$ cat src/rtl/fetch_pkg.sv
// fetch_pkg: shared constants and types for the instruction fetch front end.
//   INSTR_BYTES      - byte stride between consecutive instructions
//   HALT_INSTR       - encoding that stops fetch when FETCH_HALT_EN is defined
//   DEFAULT_RESET_PC - PC loaded on reset unless overridden
//   fetch_entry_t    - {pc, instr} pair held in the output buffer
package fetch_pkg;

  localparam int unsigned FETCH_ADDR_W     = 10;
  localparam int unsigned FETCH_INSTR_W    = 32;
  localparam int unsigned INSTR_BYTES      = 4;
  localparam int unsigned DEFAULT_RESET_PC = 0;
  localparam logic [FETCH_INSTR_W-1:0] HALT_INSTR = 32'hFC00_0000;

  // Field widths follow the package widths; the top level's ADDR_W/INSTR_W
  // are expected to match them.
  typedef struct packed {
    logic [FETCH_ADDR_W-1:0]  pc;
    logic [FETCH_INSTR_W-1:0] instr;
  } fetch_entry_t;

endpackage

$ cat src/rtl/fetch_skid_buf.sv
// fetch_skid_buf: 2-entry FIFO of fetch_entry_t between memory capture and decode.
//   clk, reset   - clock, asynchronous active-high reset (clears control only)
//   push         - write push_entry at the tail
//   push_entry   - entry to write
//   pop          - drop the head entry
//   flush        - discard all entries (wins over push and pop)
//   count        - number of valid entries (0..2)
//   head         - oldest entry; meaningful only while count != 0
module fetch_skid_buf
  import fetch_pkg::*;
(
  input  logic         clk,
  input  logic         reset,
  input  logic         push,
  input  fetch_entry_t push_entry,
  input  logic         pop,
  input  logic         flush,
  output logic [1:0]   count,
  output fetch_entry_t head
);

  fetch_entry_t mem_q [2];
  fetch_entry_t mem_d [2];
  logic         rd_ptr_q, rd_ptr_d;
  logic         wr_ptr_q, wr_ptr_d;
  logic [1:0]   count_q, count_d;

  always_comb begin
    mem_d    = mem_q;
    rd_ptr_d = rd_ptr_q;
    wr_ptr_d = wr_ptr_q;
    count_d  = count_q;
    if (flush) begin
      rd_ptr_d = 1'b0;
      wr_ptr_d = 1'b0;
      count_d  = 2'd0;
    end else begin
      if (push) begin
        mem_d[wr_ptr_q] = push_entry;
        wr_ptr_d        = ~wr_ptr_q;
      end
      if (pop) begin
        rd_ptr_d = ~rd_ptr_q;
      end
      count_d = count_q + {1'b0, push} - {1'b0, pop};
    end
  end

  always_ff @(posedge clk or posedge reset) begin
    if (reset) begin
      rd_ptr_q <= 1'b0;
      wr_ptr_q <= 1'b0;
      count_q  <= 2'd0;
    end else begin
      rd_ptr_q <= rd_ptr_d;
      wr_ptr_q <= wr_ptr_d;
      count_q  <= count_d;
    end
  end

  // Storage carries no reset: count gates every use of it.
  always_ff @(posedge clk) begin
    mem_q <= mem_d;
  end

  assign count = count_q;
  assign head  = mem_q[rd_ptr_q];

endmodule

$ cat src/rtl/instr_fetch_unit.sv
// instr_fetch_unit: PC owner and fetch front end ahead of a registered,
// byte-addressed, big-endian instruction memory.
//   clk, reset      - clock, asynchronous active-high reset
//   imem_addr       - byte address to memory (registered fetch_pc)
//   imem_instr      - memory data for the address sampled at the previous edge
//   redirect_valid  - branch/jump taken; redirect_pc is the target (low 2 bits ignored)
//   out_valid/ready - valid/ready handshake to decode
//   out_instr       - fetched instruction
//   out_pc          - address of out_instr; out_pc_plus4 = out_pc + 4 (wraps)
//   halted          - fetch stopped on HALT_INSTR
// Optional feature: define FETCH_HALT_EN to stop issuing after a HALT_INSTR is
// captured; otherwise halted is tied to 0 and HALT_INSTR is an ordinary word.
module instr_fetch_unit
  import fetch_pkg::*;
#(
  parameter int unsigned ADDR_W    = 10,
  parameter int unsigned INSTR_W   = 32,
  parameter int unsigned RESET_PC  = DEFAULT_RESET_PC,
  parameter int unsigned BUF_DEPTH = 2
) (
  input  logic               clk,
  input  logic               reset,
  output logic [ADDR_W-1:0]  imem_addr,
  input  logic [INSTR_W-1:0] imem_instr,
  input  logic               redirect_valid,
  input  logic [ADDR_W-1:0]  redirect_pc,
  output logic               out_valid,
  input  logic               out_ready,
  output logic [INSTR_W-1:0] out_instr,
  output logic [ADDR_W-1:0]  out_pc,
  output logic [ADDR_W-1:0]  out_pc_plus4,
  output logic               halted
);

  logic [ADDR_W-1:0] fetch_pc_q, fetch_pc_d;
  logic              inflight_q, inflight_d;
  logic [ADDR_W-1:0] inflight_pc_q, inflight_pc_d;

  logic              pop;
  logic              issue_credit;
  logic              halt_block;
  logic              issue;
  logic [1:0]        buf_count;
  fetch_entry_t      buf_head;
  fetch_entry_t      push_entry;

  assign out_valid = (buf_count != 2'd0);
  assign pop       = out_valid & out_ready;

  // Entries buffered plus the one in flight must leave room for the word
  // this issue will return; a same-cycle pop frees one slot.
  assign issue_credit = (int'(buf_count) + int'(inflight_q)) < (int'(BUF_DEPTH) + int'(pop));

`ifdef FETCH_HALT_EN
  logic halted_q, halted_d;
  logic halt_capture;

  // Issue is blocked from the very edge that captures HALT, so the PC after
  // it is never requested.
  assign halt_capture = inflight_q && (imem_instr == HALT_INSTR);
  assign halt_block   = halted_q | halt_capture;
  assign halted_d     = redirect_valid ? 1'b0 : (halted_q | halt_capture);
  assign halted       = halted_q;

  always_ff @(posedge clk or posedge reset) begin
    if (reset) begin
      halted_q <= 1'b0;
    end else begin
      halted_q <= halted_d;
    end
  end
`else
  assign halt_block = 1'b0;
  assign halted     = 1'b0;
`endif

  assign issue = !redirect_valid && !halt_block && issue_credit;

  always_comb begin
    fetch_pc_d    = fetch_pc_q;
    inflight_d    = 1'b0;
    inflight_pc_d = inflight_pc_q;
    if (redirect_valid) begin
      fetch_pc_d = {redirect_pc[ADDR_W-1:2], 2'b00};
    end else if (issue) begin
      inflight_d    = 1'b1;
      inflight_pc_d = fetch_pc_q;
      fetch_pc_d    = fetch_pc_q + ADDR_W'(INSTR_BYTES);
    end
  end

  always_ff @(posedge clk or posedge reset) begin
    if (reset) begin
      fetch_pc_q <= ADDR_W'(RESET_PC);
      inflight_q <= 1'b0;
    end else begin
      fetch_pc_q <= fetch_pc_d;
      inflight_q <= inflight_d;
    end
  end

  always_ff @(posedge clk) begin
    inflight_pc_q <= inflight_pc_d;
  end

  assign imem_addr = fetch_pc_q;

  // A redirect squashes the returning word and flushes the buffer; the pop
  // in that same cycle still completes on the decode side.
  assign push_entry.pc    = inflight_pc_q;
  assign push_entry.instr = imem_instr;

  fetch_skid_buf u_buf (
    .clk        (clk),
    .reset      (reset),
    .push       (inflight_q & ~redirect_valid),
    .push_entry (push_entry),
    .pop        (pop & ~redirect_valid),
    .flush      (redirect_valid),
    .count      (buf_count),
    .head       (buf_head)
  );

  // Outputs read zero whenever nothing is valid, including right after reset.
  assign out_instr    = out_valid ? buf_head.instr : '0;
  assign out_pc       = out_valid ? buf_head.pc : '0;
  assign out_pc_plus4 = out_valid ? (buf_head.pc + ADDR_W'(INSTR_BYTES)) : '0;

endmodule

$ cat config.mk
export PLATFORM = sky130hd
export DESIGN_NAME = instr_fetch_unit
export DESIGN_NICKNAME = d
export VERILOG_FILES = /design/src/rtl/fetch_pkg.sv /design/src/rtl/fetch_skid_buf.sv /design/src/rtl/instr_fetch_unit.sv
export SDC_FILE = /design/constraint.sdc
export NUM_CORES = 1
export LEC_CHECK = 0
export CELL_PAD_IN_SITES_DETAIL_PLACEMENT = 2
export CELL_PAD_IN_SITES_GLOBAL_PLACEMENT = 2
export CORE_ASPECT_RATIO = 0.75
export CORE_MARGIN = 4
export CORE_UTILIZATION = 33
export DETAILED_ROUTE_END_ITERATION = 16
export GPL_ROUTABILITY_DRIVEN = 0
export MAX_ROUTING_LAYER = met4
export PLACE_DENSITY = 0.89
export REMOVE_ABC_BUFFERS = 1
export SYNTH_ARGS = -nofsm -noshare
export SYNTH_HDL_FRONTEND = slang
export SYNTH_SLANG_ARGS = --single-unit
$ cat constraint.sdc
create_clock -name clk -period 3.35 [get_ports clk]
set_input_delay 0.67 -clock clk [delete_from_list [all_inputs] [get_ports clk]]
set_output_delay 0.67 -clock clk [all_outputs]
set_load 0.02 [all_outputs]
After elaboration in Yosys (flattened, before gate mapping)
Cells that the tools add are included.
Cells by class
  reductions and logical operators: 9
  mux-type cells: 18
  magnitude comparators: 4
  bitwise gates (word level): 8
  add/subtract/negate cells: 6
Operator list (number)
  two-way mux 42 bit: 4
  bitwise mux 84 bit: 1
  demux 42 bit (select 1 bit): 1
  two-way mux 10 bit: 4
  two-way mux 32 bit: 1
  adder 10 x 3 -> 10 bit (second input constant): 2
  nonzero test 2 bit: 4
  two-way mux 1 bit: 6
  >= comparator 2 bit (second input constant): 2
  NOT 1 -> 2 bit: 2
  AND reduction 2 bit: 2
  adder 2 x 1 -> 3 bit: 1
  adder 2 x 1 -> 3 bit (first input constant): 1
  bitwise AND 1 bit: 3
  less-than comparator 3 bit: 1
  NOT 1 bit: 3
  adder 2 x 1 -> 2 bit: 1
  logical AND 1 bit: 2
  less-than comparator 2 x 1 -> 1 bit (second input constant): 1
  two-way mux 2 bit: 1
  subtractor 2 x 1 -> 2 bit: 1
  zero test 1 bit: 1
Word-level totals
  input port bits: 46
  output and inout bits: 64
  word-level logic and storage cells: 55
  register bits: 109

Logic depth before layout (Yosys ltp)
Gate-level depths: netlist of run 1.
  word-level depth: 7
  depth in mapped cells: 9
  mapped depth without buffers: 8

Cells and area by module
Synthesis of run 1 repeated with hierarchy kept, for this count alone.
Second synthesis, totals
  cells, all modules: 299
  area total of the unflattened synthesis: 4710.8 µm²
By module, submodules not included
  fetch_skid_buf: sequential area each 2622.5 µm², area each 3443.3 µm², instances 1, cells each 149
  instr_fetch_unit: sequential area each 465.4 µm², area each 1267.5 µm², instances 1, cells each 150

Worst setup path before layout of run 1
Ideal clock, no wire load.
  path kind: input-to-reg
  start point: input redirect_valid
  end point: register u_buf.mem_q[42] (netlist bit) (enable)
  cell stages on the path: 4
  buffers on the path: 1
  required time: 2.913 ns
  path slack: 0.091 ns
  arrival: 2.821 ns
  cells stage by stage: inv_1 clkbuf_1 nand2_1 nor2_1
On the way
  word-level cells in the longest chain between the ends: 3
Ends and longest elaborated chain
  from (decl): RTL line instr_fetch_unit.sv:25  | input logic redirect_valid,
  NOT 1 bit (no source line) *
  bitwise AND 1 bit: RTL line instr_fetch_unit.sv:116  | .push (inflight_q & ~redirect_valid),
  AND reduction 2 bit (no source line) *
  to (signal assigned): RTL line fetch_skid_buf.sv:63  | mem_q <= mem_d;
  to (decl): RTL line fetch_skid_buf.sv:22  | fetch_entry_t mem_q [2];
Mark *: on every way between the ends. The rest lies on a longest branch, timed or not.
A chain may end at the register's enable or synchronous reset.

Final worst setup path of run 1
  start point: register u_buf.rd_ptr_q
  end point: output out_pc_plus4[8]
On the way
  word-level cells in the longest chain between the ends: 6
Ends and longest elaborated chain
  from (decl): RTL line fetch_skid_buf.sv:24  | logic rd_ptr_q, rd_ptr_d;
  from (signal assigned): RTL line fetch_skid_buf.sv:55  | rd_ptr_q <= rd_ptr_d;
  NOT 1 -> 2 bit (implied by the code): RTL line fetch_skid_buf.sv:67  | assign head = mem_q[rd_ptr_q];
  two-way mux 42 bit (implied by the code) (3 in series): RTL line fetch_skid_buf.sv:67
  adder 10 x 3 -> 10 bit: RTL line instr_fetch_unit.sv:127  | assign out_pc_plus4 = out_valid ? (buf_head.pc + ADDR_W'(INSTR_BYTES)) : '0;
  two-way mux 10 bit: RTL line instr_fetch_unit.sv:127
  to (decl): RTL line instr_fetch_unit.sv:31  | output logic [ADDR_W-1:0] out_pc_plus4,
No other way between the ends. The select of a mux whose other input is x is not followed.

==> run metrics, run 1 <==
status=finished clean; Worst EP required=2.68 ns; largest area contributor in the netlist=edfxtp_1; VDD IR max=0.3182 mV; initial antenna violation count=0; CTS tree=done; drt pass-1 iters=4; Initial Util=0.3412; most frequent cell after synthesis=edfxtp_1; Tcrit/Tclk final=0.9469; Routed WL=11.98 mm; reg2reg end=imem_addr[8]$_DFFE_PP0P_; Async SR Flop Fraction=0.1287; grt ovf=0; # IOs=110; Port Buffers=100; Slew Limit Fails=0; CORE AREA=0.01239 mm2; die height=about 110 um; Detail Placement HPWL=about 8.3 mm; Via Count=between 2000 and 3000; Pint=just under 0.003 W; most area-consuming cells after synthesis=edfxtp_1 (62%), mux2i_1 (9.0%), dfrtp_1 (7.7%); Tightest Pin Transition=between 0.6 and 0.7 ns; Layout Cells excl Fill=between 500 and 600; r2r worst-path depth=6; clock sink count=~100; final net count=456; #FFs+latches synth=just over 100; Hold Crit Class=flop to flop; CP Capture Type=output pin; Setup Viol. Count Final=0; DRC=0; Post-CTS Setup Inserts=0; warnings from Yosys=0; CTS Root Cell=clkbuf_16; Worst Setup EP=out_pc_plus4[8]; startpoint types=flop; first-pass GRT wire length=around 19 mm; layout cells sized above 1=0.08068; Clock Path Buffers=2; Fin. Hold Viols=0; Clk Latency, worst-skew pair=approximately 0.34 ns; most frequent cells after synthesis=edfxtp_1 (88), nor2_1 (53), mux2i_1 (38); Setup CP Type=flop to output pin; synthesized instance count=a little under 300; Pleak=1.998 nW; drt initial violations=a little over 90; Crit Path Max Fanout=13; Slew headroom=0.5893; combinational fraction of design power=0.371; H-tree Lvls=3; Filler Cells Inserted=1187; num rows=35; Synth Flop Type=edfxtp_1; # Max-Cap Violations=0; post-synthesis cell type count=37; Setup Skew=between 0.003 and 0.004 ns; Clock Pin Slew Worst Setup and Hold Paths=around 0.07 ns; fmax=~320 MHz; flop2flop setup slack=1.36 ns; Die Wd=approximately 140 um; min Tclk post-route=roughly 3.2 ns; RSZ-0062 raised after global routing=false; EDFF count, synth=88; all-layer global routing usage=0.1745; critical path startpoint=u_buf.rd_ptr_q$_DFFE_PP0P_; sequential fraction of the synthesis area=0.7018; Setup TNS Final=0 ns; antenna cells=0; Die ar.=between 0.01 and 0.015 mm2; critical path arrival=roughly 2.5 ns; syn avg cell area=approximately 14 um2; Pwr Density=771.9 mW/mm2; Clk pwr share=0.246; Worst R2R Start=u_buf.count[0]$_DFF_PP0_; pin count of the biggest net entering global routing=around 40; DR WL/cell=20.84 um; synthesis-to-layout area growth=36.66%; NetSw=~0.0015 W; Placed Cells=559; vias per cell=4.890; vias in the first global route=3165; sequential power share=0.383; synthesized area=0.004229 mm2; clock buffer count from CTS=9; area fraction of the dominant cell type after synthesis=0.6249; DRT antenna net count=0; switching share of power=0.3404
==> state kept, by name, summed over array words and instances (netlist names) <==
register	cells
u_buf.mem_q	80
imem_addr	8
inflight_pc_q	8
u_buf.count	2
inflight_q	1
u_buf.rd_ptr_q	1
u_buf.wr_ptr_q	1
==> worst min-delay path by stage <==
stage / startpoint / to / slack [ns] / depth (start not counted)
2_1_floorplan: inflight_pc_q[2]$_DFFE_PP_ / u_buf.mem_q[34]$_DFFE_PP_ / 0.42 / 0
3_3_place_gp: inflight_pc_q[5]$_DFFE_PP_ / u_buf.mem_q[37]$_DFFE_PP_ / 0.43 / 0
3_5_place_dp: inflight_pc_q[3]$_DFFE_PP_ / u_buf.mem_q[77]$_DFFE_PP_ / 0.44 / 0
4_1_cts: inflight_pc_q[3]$_DFFE_PP_ / u_buf.mem_q[77]$_DFFE_PP_ / 0.46 / 0
5_1_grt: inflight_pc_q[7]$_DFFE_PP_ / u_buf.mem_q[39]$_DFFE_PP_ / 0.47 / 0
6_report: inflight_pc_q[7]$_DFFE_PP_ / u_buf.mem_q[39]$_DFFE_PP_ / 0.46 / 0
==> through the flow <==
step           instance area, um2  worst slack [ns]  total power [W]    util  hold WS, ns
4_1_cts                      5769           0.03516         0.004520  0.4655       0.4619
3_5_place_dp                 5454            0.4235         0.003393  0.4401       0.4441
6_report                     5779            0.1779         0.004461  0.4663       0.4574
2_1_floorplan                4135           -0.1793         0.002563       -       0.4215
5_1_grt                      5779           0.03027         0.004707  0.4663       0.4674
3_3_place_gp                 5454            0.5328         0.003295  0.4401       0.4292
==> repair_timing <==
action | CTS | global route
hold buffers | 0 | 0
setup endpoints to repair | 0 | 2
gates resized for setup | 0 | 2
==> layout make-up <==
| class | instances | area, um2 | share of cell area |
|---|---|---|---|
| inverters | 7 | 26.28 | 0.004546 |
| clock inverters | 7 | 90.09 | 0.01559 |
| repair buffers | 109 | 1094 | 0.1892 |
| clock buffers | 9 | 225.2 | 0.03897 |
| well taps | 166 | 207.7 | 0.03594 |
| multi-input cells | 176 | 1167 | 0.2020 |
| flip-flops and latches | 101 | 2969 | 0.5137 |
==> power by group through the flow <==
stage	clock [W]	sequential (W)	combinational [W]
3_3_place_gp	0	0.00170	0.00159
5_1_grt	0.00118	0.00173	0.00180
3_5_place_dp	0	0.00173	0.00166
6_report	0.00110	0.00171	0.00166
2_1_floorplan	0	0.00176	0.000803
4_1_cts	0.00113	0.00171	0.00168
==> routing by layer <==
layer / global-route usage / up-vias / share of wire
li1: - / 1287 / -
met1: 0.2174 / 1427 / 0.44
met2: 0.2935 / 91 / 0.51
met3: 0.04317 / 7 / 0.045
met4: 0.03561 / 0 / 0.0085
met5: - / - / 0
==> kinds of logic (layout without fill, tap and decap cells) <==
group                    count (synthesis)  after routing  share of synthesized area
other                                    1              7                  0.0008867
AO/OA/AOI/OAI                           25             25                    0.03817
XOR/XNOR                                 7              7                    0.01450
adder cells (fa/ha/maj)                  6              6                    0.01775
flip-flops                             101            101                     0.7018
buffers and inverters                   26            132                    0.03373
multiplexers                            40             40                    0.09526
AND/OR/NAND/NOR                         91             91                    0.09793
==> worst max-delay path: stages (launching register included) <==
cell and delay [ns]:
dfrtp_2 0.45, buf_4 0.21, nand3b_1 0.24, a211oi_2 0.34
a21oi_1 0.12, a21oi_1 0.15, clkdlybuf4s50_1 0.64
==> cell usage in the layout, fill, tap and decap left out, drive strengths merged, types with 2 or more instances in the layout <==
cell and count:
a31oi 5, or4 3, o21ai 7, inv 7, bufinv 2, conb 7, buf 9, mux2 2
nand2 8, and2 4, xor2 3, clkdlybuf4s50 100, clkbuf 9, a21oi 4, o211ai 3, nand4 2
mux2i 38, dfrtp 13, or3 3, nor2 53, nand3 9, nor2b 3, and3 2, xnor2 4
edfxtp 88, clkinv 4, ha 6
Note: power is estimated with default switching activity, not from simulation.
==> run 2, diff against run 1 <==
--- a/config.mk
+++ b/config.mk
@@ -5,7 +5,7 @@
 export SDC_FILE = /design/constraint.sdc
 export NUM_CORES = 1
 export LEC_CHECK = 0
-export CELL_PAD_IN_SITES_DETAIL_PLACEMENT = 2
+export CELL_PAD_IN_SITES_DETAIL_PLACEMENT = 1
 export CELL_PAD_IN_SITES_GLOBAL_PLACEMENT = 2
 export CORE_ASPECT_RATIO = 0.75
 export CORE_MARGIN = 4
@@ -13,8 +13,9 @@
 export DETAILED_ROUTE_END_ITERATION = 16
 export GPL_ROUTABILITY_DRIVEN = 0
 export MAX_ROUTING_LAYER = met4
-export PLACE_DENSITY = 0.89
+export PLACE_DENSITY_LB_ADDON = 0.1
 export REMOVE_ABC_BUFFERS = 1
+export SLEW_MARGIN = 20
 export SYNTH_ARGS = -nofsm -noshare
 export SYNTH_HDL_FRONTEND = slang
 export SYNTH_SLANG_ARGS = --single-unit
==> run 2 against run 1 <==
Clock skew grew 0.0032 ns. Maximum frequency about the same. Clock-buffer cell count is 2 higher. Setup slack barely moved. Design area decreased by 0.74%. Power is 5.3% lower. Routed wire length down 21%. Critical path depth unchanged. Combinational power down 4%. First-iteration DRC count rose by 41%. Largest cell class unchanged. Largest power group unchanged.
==> run metrics, run 2 (synthesis gave the netlist of run 1 again) <==
Setup Skew=~0.0068 ns; clock buffer count from CTS=9; NetSw=0.001435 W; Post-CTS Setup Inserts=0; grt ovf=0; Top reg by flops=u_buf.mem_q; min Tclk post-route=approximately 3.2 ns; Detail Placement HPWL=approximately 6.7 mm; Total Power=approximately 0.0042 W; Layout Cells excl Fill=between 500 and 600; Cell Area, Placed=roughly 0.0055 mm2; fmax=315.3 MHz; vias per cell=roughly 4.7; startpoint types=flop; RSZ-0062 raised after global routing=false; initial antenna violation count=0; Hold Crit Class=flop to flop; critical path arrival=~2.5 ns; Setup CP Type=flop to output pin; sequential power share=0.400; DR WL/cell=approximately 16 um; combinational fraction of design power=0.377; Fin. Hold Viols=0; hold_ws=0.4526 ns; Final Cell Area=between 0.005 and 0.006 mm2; final net count=457; Slew Limit Fails=0; Tightest Pin Transition=between 0.5 and 0.6 ns; Filler Cells Inserted=1281; Setup Viol. Count Final=0; Placed Cells=560; Clk Latency, worst-skew pair=between 0.3 and 0.4 ns; Post-CTS Resized=0; die height=between 100 and 150 um; Die ar.=0.01471 mm2; vias in the first global route=around 2800; Slew headroom=0.6288; first-pass GRT wire length=15.21 mm; CP Capture Type=output pin; all-layer global routing usage=0.1351; drt initial violations=approximately 130; Crit Path Max Fanout=21; clock sink count=approximately 100; num rows=35; Pwr Density=around 740 mW/mm2; Initial Util=0.3412; antenna cells=0; Via Count=roughly 2700; GR met1 Demand/Resource=0.1808; synthesis-to-layout area growth=35.65%; Tcrit/Tclk final=0.9469; Clk pwr share=0.222; pin count of the biggest net entering global routing=32; H-tree Lvls=3; Clock Pin Slew Worst Setup and Hold Paths=about 0.070 ns; Pint=about 0.0028 W; VDD IR max=0.2830 mV; Clock Path Buffers=2; CTS tree=done; Pleak=between 1.5 and 2 nW; global routing's busiest layer=met2; DRC=0; DRT antenna net count=0; layout cells sized above 1=0.07805; # Max-Cap Violations=0; Port Buffers=100; # IOs=between 100 and 150; max FFs per register=80; Worst EP required=about 2.7 ns; met2 GRT Util=0.2100; switching share of power=0.3395; met3 Use GR=0.03282; CTS Root Cell=clkbuf_16; status=finished clean; most frequent cells in the layout=clkdlybuf4s50_1 (100), edfxtp_1 (88), nor2_1 (51); CORE AREA=roughly 0.012 mm2; commonest non-fill, non-tap cell in the layout=clkdlybuf4s50_1; Routed WL=9.438 mm; drt pass-1 iters=4; cts hold-fix bufs=0; Die Wd=around 140 um
## run 2: area by class of cell
type                            instances  area [um2]  area share
Tap cell                              166       207.7     0.03620
Clock buffer                           11       232.7     0.04057
Sequential cell                       101        2969      0.5176
Inverter                                7       26.28    0.004580
Multi-Input combinational cell        176        1162      0.2026
Timing Repair Buffer                  110        1101      0.1919
Clock inverter                          5       37.54    0.006543
## run 2: stage by stage
stage	worst slack (ns)	TNS (ns)	utilization
floorplan	-0.1793	-0.1965	-
global placement	0.4991	0	0.4407
detailed placement	0.4607	0	0.4407
CTS	0.08006	0	0.4625
global route	0.03590	0	0.4629
finish	0.1780	0	0.4629
## run 2: worst paths after layout
kind / cells after the start / to / start / slack, ns
worst max-delay path: 6 / out_pc_plus4[9] / u_buf.rd_ptr_q$_DFFE_PP0P_ / 0.18
worst min-delay path: 0 / u_buf.mem_q[36]$_DFFE_PP_ / inflight_pc_q[4]$_DFFE_PP_ / 0.45
worst max register to register: 6 / imem_addr[6]$_DFFE_PP0P_ / u_buf.count[0]$_DFF_PP0_ / 1.40
worst min register to register: 0 / u_buf.mem_q[36]$_DFFE_PP_ / inflight_pc_q[4]$_DFFE_PP_ / 0.45
max in group asynchronous: 2 / u_buf.rd_ptr_q$_DFFE_PP0P_ / reset / 2.27
min in group asynchronous: 2 / imem_addr[4]$_DFFE_PP0P_ / reset / 0.69
## run 2: power groups by stage
| stage | Combinational (W) | Clock (W) | Sequential, W |
|---|---|---|---|
| 2_1_floorplan | 0.000803 | 0 | 0.00176 |
| 3_5_place_dp | 0.00162 | 0 | 0.00172 |
| 6_report | 0.00159 | 0.000940 | 0.00169 |
| 3_3_place_gp | 0.00160 | 0 | 0.00171 |
| 5_1_grt | 0.00173 | 0.00103 | 0.00172 |
| 4_1_cts | 0.00163 | 0.000977 | 0.00170 |
## run 2: per-layer routing
metal,up-vias,wire length [um]
met5,-,0
met4,0,26
met3,4,414
met2,81,4405
met1,1302,4591
li1,1293,-
## run 2: worst max-delay path, stage by stage, from the launching register on
cell,delay (ns)
dfrtp_2,0.42
buf_4,0.24
nand3b_1,0.24
a22oi_1,0.36
nand3_1,0.12
a21oi_1,0.16
clkdlybuf4s50_1,0.64
